`src/rtl/demux4_burst_sched_if.sv`:
```
// Bundles the producer and consumer signals of the 4-way burst scheduler.
//   master : drives in_valid/in_data/out_ready and observes everything else
//   slave  : the scheduler side
// Signals:
//   in_valid, in_ready, in_data      producer handshake and beat
//   out_ready[3:0], out_valid[3:0]   per-channel consumer handshake
//   y0..y3                           per-channel data (zero when that channel is not valid)
//   sel, busy, burst_done, burst_abort  status
interface demux4_burst_sched_if #(
  parameter int unsigned W = 8
);
  logic         in_valid;
  logic         in_ready;
  logic [W-1:0] in_data;
  logic [3:0]   out_ready;
  logic [3:0]   out_valid;
  logic [W-1:0] y0;
  logic [W-1:0] y1;
  logic [W-1:0] y2;
  logic [W-1:0] y3;
  logic [1:0]   sel;
  logic         busy;
  logic         burst_done;
  logic         burst_abort;

  modport master (
    output in_valid, in_data, out_ready,
    input  in_ready, out_valid, y0, y1, y2, y3, sel, busy, burst_done, burst_abort
  );

  modport slave (
    input  in_valid, in_data, out_ready,
    output in_ready, out_valid, y0, y1, y2, y3, sel, busy, burst_done, burst_abort
  );
endinterface

```
`src/rtl/demux4_burst_sched.sv`:
```
// Round-robin burst scheduler steering one input stream to four channels.
// Bursts of BURST beats rotate over channels 0..3, skipping channels that are
// not ready; a burst stalled for STALL_MAX consecutive cycles is abandoned.
// Ports:
//   clk    rising-edge clock
//   rst_n  asynchronous active-low reset
//   bus    demux4_burst_sched_if.slave (handshakes, steered data, status)
module demux4_burst_sched #(
  parameter int unsigned W         = 8,
  parameter int unsigned BURST     = 4,
  parameter int unsigned STALL_MAX = 8
) (
  input  logic                  clk,
  input  logic                  rst_n,
  demux4_burst_sched_if.slave   bus
);

  localparam int unsigned CNT_W   = (BURST > 1) ? $clog2(BURST) : 1;
  localparam int unsigned STALL_W = (STALL_MAX > 1) ? $clog2(STALL_MAX + 1) : 1;

  localparam logic [CNT_W-1:0]   CNT_LAST   = CNT_W'(BURST - 1);
  localparam logic [STALL_W-1:0] STALL_LAST = STALL_W'(STALL_MAX - 1);

  localparam logic [1:0] IDLE = 2'd0;
  localparam logic [1:0] SEEK = 2'd1;
  localparam logic [1:0] XFER = 2'd2;

  logic [1:0]         state_q, state_d;
  logic [1:0]         ptr_q, ptr_d;
  logic [1:0]         sel_q, sel_d;
  logic [CNT_W-1:0]   cnt_q, cnt_d;
  logic [STALL_W-1:0] stall_q, stall_d;
  logic               done_q, done_d;
  logic               abort_q, abort_d;

  logic               xfer_ok_c;
  logic               txn_c;
  logic [3:0]         out_valid_c;
  logic [W-1:0]       data_c;

  // Steering: the granted channel sees the beat only while it can take it.
  assign xfer_ok_c = (state_q == XFER) & bus.out_ready[sel_q];
  assign txn_c     = xfer_ok_c & bus.in_valid;
  assign data_c    = bus.in_data;

  always_comb begin
    out_valid_c = 4'b0000;
    if (txn_c) out_valid_c[sel_q] = 1'b1;
  end

  assign bus.in_ready    = xfer_ok_c;
  assign bus.out_valid   = out_valid_c;
  assign bus.y0          = out_valid_c[0] ? data_c : '0;
  assign bus.y1          = out_valid_c[1] ? data_c : '0;
  assign bus.y2          = out_valid_c[2] ? data_c : '0;
  assign bus.y3          = out_valid_c[3] ? data_c : '0;
  assign bus.sel         = sel_q;
  assign bus.busy        = (state_q != IDLE);
  assign bus.burst_done  = done_q;
  assign bus.burst_abort = abort_q;

  // State and counter registers.
  always_ff @(posedge clk or negedge rst_n) begin
    if (!rst_n) begin
      state_q <= IDLE;
      ptr_q   <= 2'd0;
      sel_q   <= 2'd0;
      cnt_q   <= '0;
      stall_q <= '0;
      done_q  <= 1'b0;
      abort_q <= 1'b0;
    end else begin
      state_q <= state_d;
      ptr_q   <= ptr_d;
      sel_q   <= sel_d;
      cnt_q   <= cnt_d;
      stall_q <= stall_d;
      done_q  <= done_d;
      abort_q <= abort_d;
    end
  end

  // Next-state: seek a ready channel, move a burst, abort on a long stall.
  always_comb begin
    state_d = state_q;
    ptr_d   = ptr_q;
    sel_d   = sel_q;
    cnt_d   = cnt_q;
    stall_d = stall_q;
    done_d  = 1'b0;
    abort_d = 1'b0;
    case (state_q)
      IDLE: begin
        if (bus.in_valid) state_d = SEEK;
      end
      SEEK: begin
        if (bus.out_ready[ptr_q]) begin
          state_d = XFER;
          sel_d   = ptr_q;
          cnt_d   = '0;
          stall_d = '0;
        end else begin
          ptr_d = ptr_q + 2'd1;
        end
      end
      XFER: begin
        if (txn_c) begin
          stall_d = '0;
          if (cnt_q == CNT_LAST) begin
            state_d = IDLE;
            ptr_d   = sel_q + 2'd1;
            done_d  = 1'b1;
          end else begin
            cnt_d = cnt_q + CNT_W'(1);
          end
        end else if (bus.in_valid) begin
          // Beat offered but channel not ready; an idle producer is not a stall.
          if (stall_q == STALL_LAST) begin
            state_d = SEEK;
            ptr_d   = sel_q + 2'd1;
            abort_d = 1'b1;
            cnt_d   = '0;
            stall_d = '0;
          end else begin
            stall_d = stall_q + STALL_W'(1);
          end
        end
      end
      default: state_d = IDLE;
    endcase
  end

endmodule

```
`src/flat_wrapper.sv`:
```
// flat-port wrapper written by rule: the top's interface ports become plain ports
module demux4_burst_sched_flat 
#(
  parameter int unsigned W         = 8,
  parameter int unsigned BURST     = 4,
  parameter int unsigned STALL_MAX = 8
)
  (clk, rst_n, bus_in_valid, bus_in_data, bus_out_ready, bus_in_ready, bus_out_valid, bus_y0, bus_y1, bus_y2, bus_y3, bus_sel, bus_busy, bus_burst_done, bus_burst_abort);
  demux4_burst_sched_if #(.W(W)) bus_i ();
  input  logic clk;
  input  logic rst_n;
  input wire logic [$bits(bus_i.in_valid)-1:0] bus_in_valid;
  input wire logic [$bits(bus_i.in_data)-1:0] bus_in_data;
  input wire logic [$bits(bus_i.out_ready)-1:0] bus_out_ready;
  output wire logic [$bits(bus_i.in_ready)-1:0] bus_in_ready;
  output wire logic [$bits(bus_i.out_valid)-1:0] bus_out_valid;
  output wire logic [$bits(bus_i.y0)-1:0] bus_y0;
  output wire logic [$bits(bus_i.y1)-1:0] bus_y1;
  output wire logic [$bits(bus_i.y2)-1:0] bus_y2;
  output wire logic [$bits(bus_i.y3)-1:0] bus_y3;
  output wire logic [$bits(bus_i.sel)-1:0] bus_sel;
  output wire logic [$bits(bus_i.busy)-1:0] bus_busy;
  output wire logic [$bits(bus_i.burst_done)-1:0] bus_burst_done;
  output wire logic [$bits(bus_i.burst_abort)-1:0] bus_burst_abort;
  assign bus_i.in_valid = bus_in_valid;
  assign bus_i.in_data = bus_in_data;
  assign bus_i.out_ready = bus_out_ready;
  assign bus_in_ready = bus_i.in_ready;
  assign bus_out_valid = bus_i.out_valid;
  assign bus_y0 = bus_i.y0;
  assign bus_y1 = bus_i.y1;
  assign bus_y2 = bus_i.y2;
  assign bus_y3 = bus_i.y3;
  assign bus_sel = bus_i.sel;
  assign bus_busy = bus_i.busy;
  assign bus_burst_done = bus_i.burst_done;
  assign bus_burst_abort = bus_i.burst_abort;
  demux4_burst_sched #(.W(W), .BURST(BURST), .STALL_MAX(STALL_MAX)) u_core (.clk(clk), .rst_n(rst_n), .bus(bus_i));
endmodule
```
`config.mk`:
```
export PLATFORM = sky130hd
export DESIGN_NAME = demux4_burst_sched_flat
export DESIGN_NICKNAME = d
export VERILOG_FILES = /design/src/rtl/demux4_burst_sched_if.sv /design/src/rtl/demux4_burst_sched.sv /design/src/flat_wrapper.sv
export SDC_FILE = /design/constraint.sdc
export NUM_CORES = 1
export LEC_CHECK = 0
export ABC_CLOCK_PERIOD_IN_PS = 3600
export CORE_ASPECT_RATIO = 1.25
export CORE_MARGIN = 1.5
export CORE_UTILIZATION = 43
export DETAILED_ROUTE_END_ITERATION = 16
export GPL_TIMING_DRIVEN = 0
export PLACE_DENSITY = 0.91
export REMOVE_ABC_BUFFERS = 1
export SYNTH_ARGS = -nofsm -noshare
export SYNTH_HDL_FRONTEND = slang
export SYNTH_SLANG_ARGS = --single-unit
```
`constraint.sdc`:
```
create_clock -name clk -period 3.6 [get_ports clk]
set_input_delay 0.9 -clock clk [delete_from_list [all_inputs] [get_ports clk]]
set_output_delay 0.9 -clock clk [all_outputs]
set_load 0.02 [all_outputs]
```
======== Word level (Yosys, flattened, before mapping) ========
Index checks and enable logic that the tools add are counted.
operators by class
  bitwise logic cells ..................... 2
  equality and inequality tests ........... 11
  muxes and demuxes ....................... 42
  reduce and logical (&&, ||, !) cells .... 9
  $lt $le $gt $ge ......................... 3
  add/subtract/negate cells ............... 4
operator list
  kind                                                   count
  2-to-1 mux 2 bit                                       16
  2-to-1 mux 8 bit                                       4
  2-to-1 mux 4 bit                                       5
  AND reduction 5 bit                                    3
  2-to-1 mux 1 bit                                       10
  case mux 2 bit (2 select lines)                        2
  case mux 4 bit (2 select lines)                        1
  adder 2 x 1 -> 2 bit, second input constant            3
  < comparator 2 x 3 -> 1 bit, second input constant     2
  inequality test 3 x 2 -> 1 bit, second input constant  2
  inequality test 3 bit, second input constant           2
  case mux 2 bit (3 select lines)                        1
  adder 4 x 1 -> 4 bit, second input constant            1
  binary-select mux 1 bit (select 2 bit)                 2
  equality test 2 bit, second input constant             2
  equality test 4 x 3 -> 1 bit, second input constant    1
  inequality test 2 bit, second input constant           2
  nonzero test 2 bit                                     2
  AND reduction 3 bit                                    1
  bitwise AND 1 bit                                      2
  demux 1 bit (select 2 bit)                             1
  equality test 2 x 1 -> 1 bit, second input constant    1
  >= comparator 2 x 1 -> 1 bit, second input constant    1
  zero test 2 bit                                        1
  3 further kinds                                        3
word-level totals
  flip-flop bits (word level) ............. 14
  logic and storage cells ................. 78
  bits of input ports ..................... 15

======== Logic depth before layout (Yosys ltp) ========
  depth in word-level cells ............... 6
  mapped depth ............................ 8

======== Worst setup path after synthesis ========
OpenSTA, ideal clock, no wires.
  path kind ............................... input to output
  start ................................... input bus_in_valid
  end ..................................... output bus_y0[0]
  path buffers ............................ 0
  arrival time ............................ 2499 ps
  path slack .............................. 201 ps
  stages .................................. 3
  cell sequence ........................... nand2_1 nor4b_1 and2_1
on the way
  cells in the longest elaborated chain, start to end .. 3
ends and longest elaborated chain
  element               RTL line                  RTL
  from (decl)           flat_wrapper.sv:12        input wire logic [$bits(bus_i.in_valid)-1:0] bus_in_valid;
  bitwise AND 1 bit     demux4_burst_sched.sv:43  assign txn_c = xfer_ok_c & bus.in_valid;
  2-to-1 mux 4 bit      demux4_burst_sched.sv:48  if (txn_c) out_valid_c[sel_q] = 1'b1;
  via bus_out_valid[0]  flat_wrapper.sv:16        output wire logic [$bits(bus_i.out_valid)-1:0] bus_out_valid;
  2-to-1 mux 8 bit      demux4_burst_sched.sv:53  assign bus.y0 = out_valid_c[0] ? data_c : '0;
  to (decl)             flat_wrapper.sv:17        output wire logic [$bits(bus_i.y0)-1:0] bus_y0;
The timed path passes the listed nets, and every way through them passes these cells.

======== Final worst setup path ========
  start ................................... input bus_out_ready[0]
  end ..................................... output bus_in_ready
on the way
  cells in the longest elaborated chain, start to end .. 3
ends and longest elaborated chain
  element                                 RTL line                  RTL
  from (decl)                             flat_wrapper.sv:14        input wire logic [$bits(bus_i.out_ready)-1:0] bus_out_ready;
  binary-select mux 1 bit (select 2 bit)  demux4_burst_sched.sv:42  assign xfer_ok_c = (state_q == XFER) & bus.out_ready[sel_q];
  2-to-1 mux 1 bit (not written as such)  demux4_burst_sched.sv:42
  bitwise AND 1 bit                       demux4_burst_sched.sv:42
  to (decl)                               flat_wrapper.sv:15        output wire logic [$bits(bus_i.in_ready)-1:0] bus_in_ready;
No other way between the ends. The select of a mux whose other input is x is not followed.

==> flow_metrics.py <==
metrics = {
    "outcome": {
        "status": "finished clean",
    },
    "critical_path": {
        "end_kind": "primary output",
        "max_stage_delay_ps": 540,
        "crit_slowest_cell": "mux4_2",
        "crit_required_ps": 2700,
        "path_max_fanout": 5,
        "crit_chain": "clkdlybuf4s50_1 > mux4_2 > and2_1 > clkdlybuf4s50_1",
        "worstPathArrival_ps": 2630,
        "cp-start-kind": "input port",
        "path_class": "input port to primary output",
        "cpMostUsedCell": "clkdlybuf4s50_1",
    },
    "yosys": {
        "yosysWarningCount": 0,
        "yosys.area.top_type": "dfrtp_1",
        "syn_inst": 123,
        "synthFlopType": "dfrtp_1",
        "avgSynthCellArea_um2": 9.328,
        "async_flop_share_pct": 100.0,
        "syn_area_um2": 1147,
        "synth-seq-area-share_pct": 30.53,
        "synth.distinct_cells": 34,
        "ys_ff_latch": 14,
        "synth_area_leaders": "dfrtp_1, and2_1, ha_1",
        "synth_edf_count": 0,
        "netlist.area_leader.share_pct": 30.53,
    },
    "pwr": {
        "p_total_mw": 1.024,
        "powerDensity_nw_per_um2": 558.1,
        "power_leakage_nw": 0.7788,
        "ir_worst_vdd_mv": 0.2958,
    },
    "sta": {
        "post-route-period-util_pct": 97.93,
        "fin_worst_skew_ps": 6.547,
        "final_max_slew_viol_count": 0,
        "fin_ws_ps": 74.49,
        "relSlewSlack_pct": 57.48,
        "fmax_mhz": 283.6,
        "whs_ps": 523.0,
        "tightest_slew_ps": 635.8,
        "fin_crit_ps": 3526,
        "rsz0062_at_grt": "no",
        "final.setup.tns_ps": 0,
        "hold_viol_final": 0,
        "setup_violations": 0,
    },
    "clock_tree": {
        "cts_tree": "done",
        "cts.reportedPaths.clkPinSlew_ps": 80,
        "cts_hold_buf": 0,
        "root_buffer": "clkbuf_4",
        "htreeDepth": 1,
        "cts.sinks": 14,
        "cts_buffers": 3,
        "clockBufferDepth": 2,
        "clkLatencyLatePin_ps": 290,
    },
    "finish": {
        "syn2layout_area_growth_pct": 59.98,
        "n_antenna_cell": 0,
        "nets": 207,
        "final_common_cell": "clkdlybuf4s50_1",
        "layout_common_cells": "clkdlybuf4s50_1, and2_1, dfrtp_1",
        "fill_cells": 176,
        "final_util_pct": 74.09,
        "drive_gt1_share_pct": 15.22,
    },
    "placed_design": {
        "pre_cts_ws_ps": -928.0,
        "gp_congestion": 0.8589,
        "dp_hpwl_um": 2510,
        "numPortBuffers": 56,
    },
    "grt": {
        "grt_pass1_wl_um": 5306,
        "grt.overflow.total": 0,
        "grt_usage_pct": 23.00,
        "grt_pass1_vias": 1241,
        "grt_start_max_net_pins": 15,
        "antenna_found_initial": 0,
    },
    "drt": {
        "wl_per_cell_um": 15.09,
        "drtAntennaViolNets": 0,
        "vias_per_cell": 5.327,
        "firstDrtPassIters": 4,
        "vias": 1156,
        "finalWirelength_um": 3275,
        "drt_iter0_drc": 11,
        "route.detailed.drc": 0,
    },
    "floorplan": {
        "core_um2": 2477,
        "start_util_pct": 46.31,
        "die_y_um": 60.75,
        "die_x_um": 49.20,
        "dieArea_um2": 2989,
        "io_pins": 57,
        "rows": 20,
    },
    "hold_path": {
        "min_path_type": "register to register",
    },
    "run": {
        "drv_cap": 0,
    },
}
[synthesized netlist by cell type (3+ instances only)]
master	count
ha_1	7
a21oi_1	4
mux2_2	4
nor2_1	7
mux2i_1	3
and2_1	34
dfrtp_1	14
inv_1	7
nand2_1	9
[area by class of cell]
type,instances,area (um^2),area share [%]
clock buffers,4,36.28,1.977
multi-input cells,100,803.3,43.76
repair buffers,59,578.1,31.49
inverters,7,26.28,1.431
flip-flops and latches,14,350.3,19.09
well taps,33,41.29,2.249
[power breakdown]
group / switching (mW) / internal, mW
clock: 0.0556 / 0.0616
combinational: 0.310 / 0.291
sequential: 0.0931 / 0.213
total: 0.459 / 0.566
[through the flow]
stage | cell area (um^2) | instances
after detailed placement | 1727 | 210
after global routing | 1836 | 217
final | 1836 | 217
after floorplan | 1125 | 121
after CTS | 1805 | 215
after global placement | 1727 | 210
[repair_timing]
item	in CTS	in global routing
gates resized for setup	8	5
pin swaps	1	0
setup buffers	1	2
setup endpoints to repair	36	25
[worst paths after layout]
kind                       cells past startpoint                           from                         endpoint  slack [ps]
setup / recovery                               4               bus_out_ready[0]                     bus_in_ready          70
hold / removal                                 1    u_core.cnt_q[0]$_DFFE_PN0P_      u_core.cnt_q[0]$_DFFE_PN0P_         520
setup reg to reg                               6  u_core.bus.sel[0]$_DFFE_PN0P_    u_core.state_q[1]$_DFFE_PN0P_        1200
hold reg to reg                                1    u_core.cnt_q[0]$_DFFE_PN0P_      u_core.cnt_q[0]$_DFFE_PN0P_         520
max in group asynchronous                      1                          rst_n  u_core.bus.burst_done$_DFF_PN0_        2190
min in group asynchronous                      1                          rst_n    u_core.stall_q[3]$_DFFE_PN0P_        1000
[worst max-delay path: cells and delay by family]
kind | cells | cell delay, ps
muxes | 1 | 540
and+or+nand+nor | 1 | 190
buffers and inverters | 2 | 1000
[per-layer routing]
metal	wire length, um	part of all wire (%)	GRT usage (%)	up-vias
met5	0	0	0	-
met4	42	1.3	7.755	0
met3	291	8.9	6.158	5
met2	1652	50	43.82	60
met1	1289	39	24.81	545
li1	-	-	-	546
[registers in the layout, indices dropped and copies added, names as in the netlist]
register	cells
u_core.stall_q	4
u_core.ptr_q	2
u_core.bus.burst_done	1
u_core.cnt_q	2
u_core.state_q	2
u_core.bus.burst_abort	1
u_core.bus.sel	2
[logic make-up (layout without fill, tap and decap cells)]
family                   Yosys count  count (layout)  share of synthesized area, %
buffers and inverters              9              70                         4.253
AND/OR/NAND/NOR                   63              63                         31.52
adder cells (fa/ha/maj)            7               7                         7.633
multiplexers                       9               9                         10.47
AO/OA/AOI/OAI                     19              19                         14.07
flip-flops                        14              14                         30.53
XOR/XNOR                           2               2                         1.527
Note: power is estimated with default switching activity, not from simulation.
